[src/rtl/tt_sweep_capture.sv]
// Truth-table capture: sweeps x through all 128 minterms, samples func_out after a settle delay
// and presents the assembled table on a valid/ready port. Optional TT_WEIGHT_EN adds a ones count.
module tt_sweep_capture #(
    parameter int unsigned SETTLE_CYCLES = 1,
    parameter int unsigned TT_BITS       = 128
) (
    input  logic               clk,
    input  logic               rst,
    input  logic               start,
    input  logic               abort,
    output logic [6:0]         x,
    input  logic               func_out,
    output logic               busy,
    output logic [TT_BITS-1:0] tt,
    output logic               tt_valid,
    input  logic               tt_ready
`ifdef TT_WEIGHT_EN
    ,
    output logic [7:0]         tt_weight
`endif
);

    typedef enum logic [1:0] {IDLE, SETTLE, SAMPLE, RESULT} state_t;

    // With zero settle time every minterm goes straight to SAMPLE.
    localparam state_t     FIRST       = (SETTLE_CYCLES == 0) ? SAMPLE : SETTLE;
    localparam logic [7:0] SETTLE_LAST = 8'((SETTLE_CYCLES > 0) ? SETTLE_CYCLES - 1 : 0);

    state_t     state;
    logic [6:0] idx;
    logic [7:0] cnt;

    always_ff @(posedge clk or posedge rst) begin
        if (rst) begin
            state     <= IDLE;
            x         <= '0;
            tt        <= '0;
            tt_valid  <= 1'b0;
            busy      <= 1'b0;
            idx       <= '0;
            cnt       <= '0;
`ifdef TT_WEIGHT_EN
            tt_weight <= '0;
`endif
        end else begin
            case (state)
                IDLE: begin
                    x <= '0;
                    if (start) begin
                        tt        <= '0;
                        idx       <= '0;
                        cnt       <= '0;
                        busy      <= 1'b1;
                        state     <= FIRST;
`ifdef TT_WEIGHT_EN
                        tt_weight <= '0;
`endif
                    end
                end
                SETTLE: begin
                    if (abort) begin
                        state <= IDLE;
                        x     <= '0;
                        busy  <= 1'b0;
                        cnt   <= '0;
                    end else if (cnt == SETTLE_LAST) begin
                        cnt   <= '0;
                        state <= SAMPLE;
                    end else begin
                        cnt <= cnt + 8'd1;
                    end
                end
                SAMPLE: begin
                    if (abort) begin
                        state <= IDLE;
                        x     <= '0;
                        busy  <= 1'b0;
                    end else begin
                        tt[idx] <= func_out;
`ifdef TT_WEIGHT_EN
                        tt_weight <= tt_weight + {7'd0, func_out};
`endif
                        if (idx == 7'd127) begin
                            state    <= RESULT;
                            x        <= '0;
                            busy     <= 1'b0;
                            tt_valid <= 1'b1;
                        end else begin
                            idx   <= idx + 7'd1;
                            x     <= idx + 7'd1;
                            state <= FIRST;
                        end
                    end
                end
                RESULT: begin
                    x <= '0;
                    if (tt_ready) begin
                        tt_valid <= 1'b0;
                        state    <= IDLE;
                    end
                end
                default: state <= IDLE;
            endcase
        end
    end

endmodule

[config.mk]
export PLATFORM = sky130hd
export DESIGN_NAME = tt_sweep_capture
export DESIGN_NICKNAME = d
export VERILOG_FILES = /design/src/rtl/tt_sweep_capture.sv
export SDC_FILE = /design/constraint.sdc
export NUM_CORES = 1
export LEC_CHECK = 0
export ABC_CLOCK_PERIOD_IN_PS = 8400
export CAP_MARGIN = 20
export CORE_MARGIN = 5
export CORE_UTILIZATION = 54
export CTS_CLUSTER_SIZE = 40
export DETAILED_ROUTE_END_ITERATION = 16
export PLACE_DENSITY = 0.84
export SLEW_MARGIN = 5
export SYNTH_ARGS = -nofsm -noshare
export SYNTH_HDL_FRONTEND = slang
export SYNTH_SLANG_ARGS = --single-unit
[constraint.sdc]
create_clock -name clk -period 8.4 [get_ports clk]
set_input_delay 1.68 -clock clk [delete_from_list [all_inputs] [get_ports clk]]
set_output_delay 1.68 -clock clk [all_outputs]
set_load 0.01 [all_outputs]
==> flow_summary.json, run 1 <==
{
  "numCtsBuffers": 17,
  "first_pass_iters": 6,
  "wire_per_inst_um": 22.2,
  "grt_pass1_wl_um": 37400,
  "ys_ff_latch": 154,
  "synth-async-reset-ratio_pct": 100,
  "fin_area_um2": 9530,
  "slew-limit-headroom_pct": 32.4,
  "slew_violations": 0,
  "r2r-start": "state[0]",
  "clk_path_buf_depth": 2,
  "synth_edf_count": 0,
  "worst_hold_path.endpoint": "tt[8]",
  "root_buffer": "clkbuf_16",
  "gp_congestion": 0.879,
  "synth.distinct_cells": 50,
  "die-area_um2": 16500,
  "synth_compound_area_share_pct": 29.9,
  "place_area_um2": 8920,
  "fin_crit_ns": 3.74,
  "die_w_um": 129,
  "hold_buffers": 0,
  "core.rowCount": 43,
  "r2r_end": "tt[127]",
  "synth-simple-area-share_pct": 11.7,
  "synth_nets": 817,
  "drc": 0,
  "fin_crit_sh_pct": 44.5,
  "overflow": 0,
  "dp_hpwl_um": 13700,
  "worstHoldStart": "tt[8]",
  "htreeDepth": 4,
  "rsz0062_at_grt": "false",
  "synth_adder_area_share_pct": 1.32,
  "grt_pass1_vias": 6801,
  "end_kind": "flip-flop",
  "drt-initial-drc-count": 945,
  "cts_resized": 0,
  "critPathLaunchType": "primary input",
  "io_pins": 143,
  "synthFlopType": "dfrtp_1",
  "viasPerCell": 6.59,
  "cts_tree": "built",
  "peakVddDrop_mv": 0.176,
  "cap_violations": 0,
  "power.density_nw_per_um2": 234,
  "netlist_instances": 803,
  "synth_top_family_by_area": "compound AO/OA/AOI/OAI gates",
  "final_cell_mix": "o21ai_0, dfrtp_1, clkdlybuf4s50_1",
  "hold_viol_final": 0,
  "fmax_ghz": 0.268,
  "grt_use_total_pct": 28.5,
  "core_um2": 13800,
  "setup_viol": 0,
  "post_cts_buffers": 0,
  "r2r_cells": 8,
  "nFillCells": 983,
  "drive_gt1_share_pct": 6.23,
  "status": "completed",
  "clk_latency_ns": 0.42,
  "io_buffers": 142,
  "die_y_um": 129,
  "fin_setup_tns_ns": 0,
  "p_total_w": 0.00223,
  "yosys_warnings": 0,
  "synth-xor-area-share_pct": 0.577,
  "initial_utilization_pct": 54.9,
  "num_vias": 7002,
  "critical_path_peak_fanout": 77,
  "path_clk_slew_ns": 0.06,
  "synth.mux.area_fraction_pct": 0.280,
  "min_path_cells": 1,
  "diodes": 0,
  "syn_area_per_cell_um2": 9.46,
  "layout_commonest_cell": "o21ai_0",
  "crit_type": "in2reg",
  "wl_um": 23600,
  "p_leak_nw": 3.83,
  "fin_nets": 885,
  "area_delta_synth_final_pct": 25.5,
  "antenna_left": 0,
  "clock-sinks": 154,
  "antenna_found_initial": 0,
  "reg2reg_slack_ns": 5.42,
  "fin_skew_ns": 0.00700,
  "arrival_ns": 4.04,
  "hold_path.class": "reg2reg",
  "synth_area_um2": 7600,
  "grt_max_degree": 145,
  "tightestPinTransition_ns": 0.985,
  "whs_ns": 0.491,
  "worstPathRequired_ns": 8.71,
  "synth-seq-area-share_pct": 50.7
}
## registers in the layout (all words and copies together), names as in the netlist
name	count
tt	128
cnt	8
idx	7
x	7
state	2
busy	1
tt_valid	1
## cell families (layout without fill, tap and decap cells)
kind of cell,after synthesis,count (layout)
AOI/OAI and AO/OA,356,356
and+or+nand+nor,170,170
DFF,154,154
buffers and inverters,108,188
adders and majority gates,8,8
xor gates and xnor gates,5,5
muxes,2,2
## layout make-up
class / count / area [µm²] / share of cell area [%]
inverters: 9 / 38.8 / 0.407
multi-input cells: 541 / 3350 / 35.1
well taps: 180 / 225 / 2.36
flip-flops and latches: 154 / 3850 / 40.4
repair buffers: 148 / 1510 / 15.8
clock buffers: 21 / 440 / 4.62
clock inverters: 10 / 123 / 1.29
## worst max path at each step
stage | end | cells after the start | from | slack (ns)
6_report | tt[127] | 6 | abort | 4.66
5_1_grt | tt[31] | 6 | abort | 4.51
4_1_cts | tt[127] | 6 | abort | 4.72
3_5_place_dp | tt[31] | 6 | abort | 4.29
3_3_place_gp | tt[31] | 6 | abort | 4.37
2_1_floorplan | busy | 1 | rst | 2.57
## synthesized netlist by cell type, drive strengths merged, types with 2 or more instances
master,number,share of area (%)
clkbuf,83,4.1
o211ai,2,0.20
or3b,3,0.35
inv,9,0.44
o2bb2ai,72,8.3
ha,8,1.3
or3,4,0.33
or2,9,0.74
nand2,91,4.5
a22o,2,0.23
o22a,2,0.23
nand4,4,0.33
o31ai,2,0.20
nand4b,4,0.46
a32o,4,0.53
or4b,6,0.79
nand4bb,6,0.89
dfrtp,154,51
nor3,4,0.26
a21o,2,0.20
nor2b,6,0.49
a21oi,13,0.86
o21ai,193,13
nor2,7,0.35
nand2b,2,0.16
nand3,11,0.79
buf,16,0.99
xor2,3,0.35
and3,2,0.16
o21a,55,5.4
xnor2,2,0.23
or4,5,0.49
nand3b,4,0.40
o41ai,3,0.35
## per-stage QoR
step                setup WS (ns)  cells  utilization [%]
floorplan                    2.57    803                -
global placement             4.37   1030             64.5
detailed placement           4.29   1030             64.5
CTS                          4.72   1061             68.6
global route                 4.51   1063             69.0
finish                       4.66   1063             69.0
## where the power goes
| part | internal [W] | switching, W |
|---|---|---|
| sequential | 0.000754 | 0.0000179 |
| clock | 0.000437 | 0.000310 |
| combinational | 0.000220 | 0.000494 |
| total | 0.00141 | 0.000821 |
## routing by layer
metal  global-route usage [%]  wire, µm
met3                     6.93      2430
met1                     38.8      9230
met2                     44.2     11100
met4                     11.5       746
met5                        0         0
## critical path: stages
cell	delay (ns)
clkdlybuf4s50_1	0.56
nor2b_1	0.54
o21a_2	0.23
buf_4	0.61
nand2_1	0.16
a32o_1	0.24
No activity file was read; power rests on OpenSTA's default activity.
==> inputs of run 2 (changes only) <==
ABC_CLOCK_PERIOD_IN_PS = 3300   (was 8400)
CORE_UTILIZATION = 48   (was 54)
PLACE_DENSITY = 0.79   (was 0.84)
clock period = 3.3 ns   (was 8.4 ns; I/O delays follow)
==> flow_summary.json, run 2 (synthesized netlist as in run 1, its figures left out) <==
{
  "status": "completed",
  "clk_latency_ns": 0.44,
  "die_w_um": 136,
  "fin_setup_tns_ns": 0,
  "antenna_left": 0,
  "cap_violations": 0,
  "fin_nets": 896,
  "cts_tree": "built",
  "instances_no_fill": 1110,
  "fin_skew_ns": 0.0116,
  "area_delta_synth_final_pct": 28.0,
  "die_y_um": 136,
  "root_buffer": "clkbuf_16",
  "clock-sinks": 154,
  "slew_violations": 0,
  "hold_buffers": 0,
  "regMostFlops": "tt",
  "initial_utilization_pct": 48.3,
  "antenna_found_initial": 0,
  "peakVddDrop_mv": 0.541,
  "tightestPinTransition_ns": 0.894,
  "place_area_um2": 9130,
  "wl_um": 23500,
  "power.density_nw_per_um2": 599,
  "wire_per_inst_um": 21.2,
  "first_pass_iters": 5,
  "core_um2": 15700,
  "clk_path_buf_depth": 2,
  "gp_congestion": 0.786,
  "num_vias": 6868,
  "top_regs": "tt x128, cnt x8",
  "intPower_w": 0.00373,
  "path_clk_slew_ns": 0.06,
  "grt_pass1_wl_um": 37100,
  "pwr-share-clk_pct": 34.3,
  "setup_slack_ns": 0.853,
  "setup_viol": 0,
  "cts_resized": 0,
  "dp_hpwl_um": 14300,
  "fin_area_um2": 9730,
  "arrival_ns": 2.77,
  "dp.cells": 1079,
  "power.net_switching_w": 0.00210,
  "fmax_ghz": 0.409,
  "critPathLaunchType": "primary input",
  "io_buffers": 142,
  "p_leak_nw": 3.91,
  "nFillCells": 1303,
  "post-route-util_pct": 61.9,
  "seq_power_share_pct": 33.7,
  "diodes": 0,
  "grt_use_total_pct": 25.8,
  "layout_commonest_cell": "o21ai_0",
  "core.rowCount": 46,
  "hold_viol_final": 0,
  "post_cts_buffers": 0,
  "worstPathRequired_ns": 3.62,
  "fin_crit_ns": 2.45,
  "rsz0062_at_grt": "false",
  "slew-limit-headroom_pct": 39.6,
  "crit_type": "in2reg",
  "hold_path.class": "reg2reg",
  "numCtsBuffers": 17,
  "largest_reg_flops": 128,
  "htreeDepth": 4,
  "fin_crit_sh_pct": 74.2,
  "drive_gt1_share_pct": 7.72,
  "drt-initial-drc-count": 691,
  "final_cell_mix": "o21ai_0, dfrtp_1, clkdlybuf4s50_1",
  "drc": 0,
  "pre_cts_ws_ns": 0.465,
  "power_frac_comb_pct": 32.0,
  "viasPerCell": 6.19,
  "overflow": 0,
  "switching_share_pct": 36.0,
  "grt_pass1_vias": 6652,
  "die-area_um2": 18400,
  "critical_path_peak_fanout": 16,
  "grt_max_degree": 86,
  "end_kind": "flip-flop",
  "io_pins": 143
}
-- run 2: cell types whose count changed in the layout (fill, tap and decap cells not counted), sizes merged --
cell      delta
clkinv       +1
clkbuf       -2
clkinvlp     +1
inv          -1
buf         +11
bufinv       +1
-- run 2: path summary, 6_finish.rpt --
path | start | endpoint | slack [ns] | depth (start not counted)
worst max-delay path | abort | tt[78] | 0.85 | 6
worst min-delay path | tt[58] | tt[58] | 0.49 | 1
worst max register to register | idx[5] | tt[63] | 0.87 | 4
worst min register to register | tt[58] | tt[58] | 0.49 | 1
max in group asynchronous | rst | cnt[7] | 1.93 | 3
min in group asynchronous | rst | tt[66] | 0.75 | 2
-- run 2: worst max-delay path: stages --
cell and delay (ns):
clkdlybuf4s50_1 0.58, nor2b_1 0.36, buf_4 0.21, nand3_2 0.16, or2_2 0.52, o21ai_0 0.27
-- run 2: routing by layer --
metal  up-vias  GRT usage (%)  wire length, µm  part of all wire (%)
li1       3048              -                -                     -
met1      3450           34.5             9640                    41
met2       321           39.4            10900                    47
met3        49           8.14             2210                   9.4
met4         0           9.63              714                   3.0
met5         -              0                0                     0
-- run 2: final cells by class --
| class | count | area (µm²) | area share, % |
|---|---|---|---|
| Tap cell | 216 | 270 | 2.78 |
| Clock buffer | 19 | 443 | 4.55 |
| Sequential cell | 154 | 3850 | 39.6 |
| Clock inverter | 12 | 150 | 1.54 |
| Multi-Input combinational cell | 541 | 3350 | 34.4 |
| Inverter | 9 | 37.5 | 0.386 |
| Timing Repair Buffer | 159 | 1620 | 16.7 |
-- run 2: power by group through the flow --
stage	Combinational (W)	Sequential, W	Clock (W)
after floorplan	0.00136	0.00198	0
after global placement	0.00180	0.00199	0
after detailed placement	0.00184	0.00200	0
after CTS	0.00186	0.00196	0.00201
after global routing	0.00208	0.00197	0.00209
final	0.00187	0.00196	0.00200
-- run 2: through the flow --
step | hold WS (ns) | power, W
floorplan | 0.472 | 0.00335
global placement | 0.470 | 0.00379
detailed placement | 0.474 | 0.00383
CTS | 0.495 | 0.00583
global route | 0.503 | 0.00614
finish | 0.493 | 0.00583
==> inputs of run 3 (changes only) <==
ABC_CLOCK_PERIOD_IN_PS = 2200   (was 3300)
clock period = 2.2 ns   (was 3.3 ns; I/O delays follow)
==> flow_summary.json, run 3 (synthesized netlist as in run 1, its figures left out) <==
{
  "io_buffers": 142,
  "p_leak_nw": 4.09,
  "r2r_cells": 7,
  "dp_hpwl_um": 14700,
  "num_vias": 6878,
  "rsz0062_at_grt": "true",
  "numCtsBuffers": 17,
  "whs_ns": 0.487,
  "switching_share_pct": 35.8,
  "power_frac_comb_pct": 33.8,
  "cp_top_family": "simple AND/OR/NAND/NOR gates",
  "grt_max_degree": 91,
  "layout_commonest_cell": "o21ai_0",
  "setup_viol": 0,
  "drive_gt1_share_pct": 12.1,
  "intPower_w": 0.00576,
  "slew_violations": 0,
  "core.rowCount": 46,
  "peakVddDrop_mv": 0.853,
  "fin_setup_tns_ns": 0,
  "grt_pass1_wl_um": 36600,
  "fin_crit_sh_pct": 98.4,
  "fin_crit_ns": 2.17,
  "post-route-util_pct": 63.8,
  "largest_reg_flops": 128,
  "htreeDepth": 4,
  "status": "completed",
  "io_pins": 143,
  "final_cell_mix": "o21ai_0, dfrtp_1, clkdlybuf4s50_1",
  "die-area_um2": 18400,
  "root_buffer": "clkbuf_16",
  "crit_type": "reg2reg",
  "top_regs": "tt x128, cnt x8",
  "critPathLaunchType": "flip-flop",
  "max_stage_delay_ns": 0.52,
  "grt_pass1_vias": 6519,
  "end_kind": "flip-flop",
  "first_pass_iters": 5,
  "nFillCells": 1306,
  "core_um2": 15700,
  "seq_power_share_pct": 32.9,
  "clk_latency_ns": 0.43,
  "clk_path_buf_depth": 2,
  "cp_slowest_cell": "or2_2",
  "fin_nets": 933,
  "clock-sinks": 154,
  "drt-initial-drc-count": 593,
  "arrival_ns": 2.50,
  "setup_slack_ns": 0.0344,
  "register_area_um2": 3850,
  "power.net_switching_w": 0.00320,
  "diodes": 0,
  "hold_viol_final": 0,
  "fmax_ghz": 0.462,
  "die_w_um": 136,
  "overflow": 0,
  "critical_path_peak_fanout": 16,
  "drc": 0,
  "viasPerCell": 5.99,
  "cap_violations": 0,
  "r2r-start": "state[0]",
  "multi_input_area_um2": 3380,
  "regMostFlops": "tt",
  "area_delta_synth_final_pct": 32.1,
  "reg2reg_slack_ns": 0.03,
  "grt_use_total_pct": 25.4,
  "antenna_found_initial": 0,
  "hold_path.class": "in2async",
  "r2r_end": "tt[4]",
  "initial_utilization_pct": 48.3,
  "worstPathRequired_ns": 2.53,
  "tightestPinTransition_ns": 0.570,
  "wl_um": 23000,
  "crit_cells": 7,
  "fin_skew_ns": 0.00960,
  "slew-limit-headroom_pct": 60.9,
  "gp_congestion": 0.839,
  "antenna_left": 0,
  "cts_tree": "built",
  "die_y_um": 136,
  "path_cells": "inv_1, ha_4, nor2b_1, buf_4, nand3_2, or2_2, o21ai_0",
  "hold_buffers": 0,
  "pwr-share-clk_pct": 33.4,
  "power.density_nw_per_um2": 894,
  "wire_per_inst_um": 20.0,
  "path_clk_slew_ns": 0.06,
  "crit_buf_inv": 2,
  "pre_cts_ws_ns": -0.132
}
run 3: changes by cell type in the layout (fill, tap and decap cells not counted), sizes merged:
cell      change
buf          +37
clkbuf        -2
clkinv        +1
clkinvlp      +1
inv           +1
run 3: per-layer routing:
metal	GRT usage, %	wire length, µm	vias up
li1	-	-	3131
met1	36.6	9860	3404
met3	5.09	1880	35
met5	0	0	-
met2	38.7	10900	308
met4	8.62	408	0
run 3: area by class of cell:
type,count,share of cell area (%)
Clock buffer,17,4.24
Multi-Input combinational cell,541,33.7
Timing Repair Buffer,196,18.8
Inverter,9,0.374
Tap cell,216,2.69
Sequential cell,154,38.4
Clock inverter,15,1.75
run 3: how the worst max path moves through the flow:
stage / endpoint / startpoint / slack, ns
2_1_floorplan: busy / rst / -0.18
3_3_place_gp: tt[14] / abort / 0.05
3_5_place_dp: cnt[5] / abort / -0.13
4_1_cts: state[0] / cnt[0] / 0.04
5_1_grt: tt[58] / state[0] / -0.08
6_report: tt[4] / state[0] / 0.03
run 3: power by group through the flow:
stage          Sequential [W]  Combinational, W  Clock (W)
2_1_floorplan         0.00297           0.00205          0
3_3_place_gp          0.00299           0.00290          0
3_5_place_dp          0.00300           0.00296          0
4_1_cts               0.00294           0.00301    0.00302
5_1_grt               0.00295           0.00336    0.00315
6_report              0.00295           0.00303    0.00299
run 3: tightest hold or removal path, stage by stage:
cell             delay (ns)
clkdlybuf4s50_1        0.44
clkinvlp_4             0.12
buf_12                 0.31
run 3: timing repair:
item / 4_1_cts / 5_1_grt
endpoints found under the setup margin: 1 / 115
gates cloned: 0 / 0
pin swaps: 1 / 1
gates resized for setup: 2 / 10
setup buffers: 1 / 0
run 3: metrics by stage:
stage / instance area [µm²] / total power (W) / instances
global placement: 9400 / 0.00589 / 1116
detailed placement: 9400 / 0.00596 / 1116
global route: 10000 / 0.00947 / 1148
floorplan: 7600 / 0.00502 / 803
CTS: 10000 / 0.00897 / 1148
finish: 10000 / 0.00896 / 1148
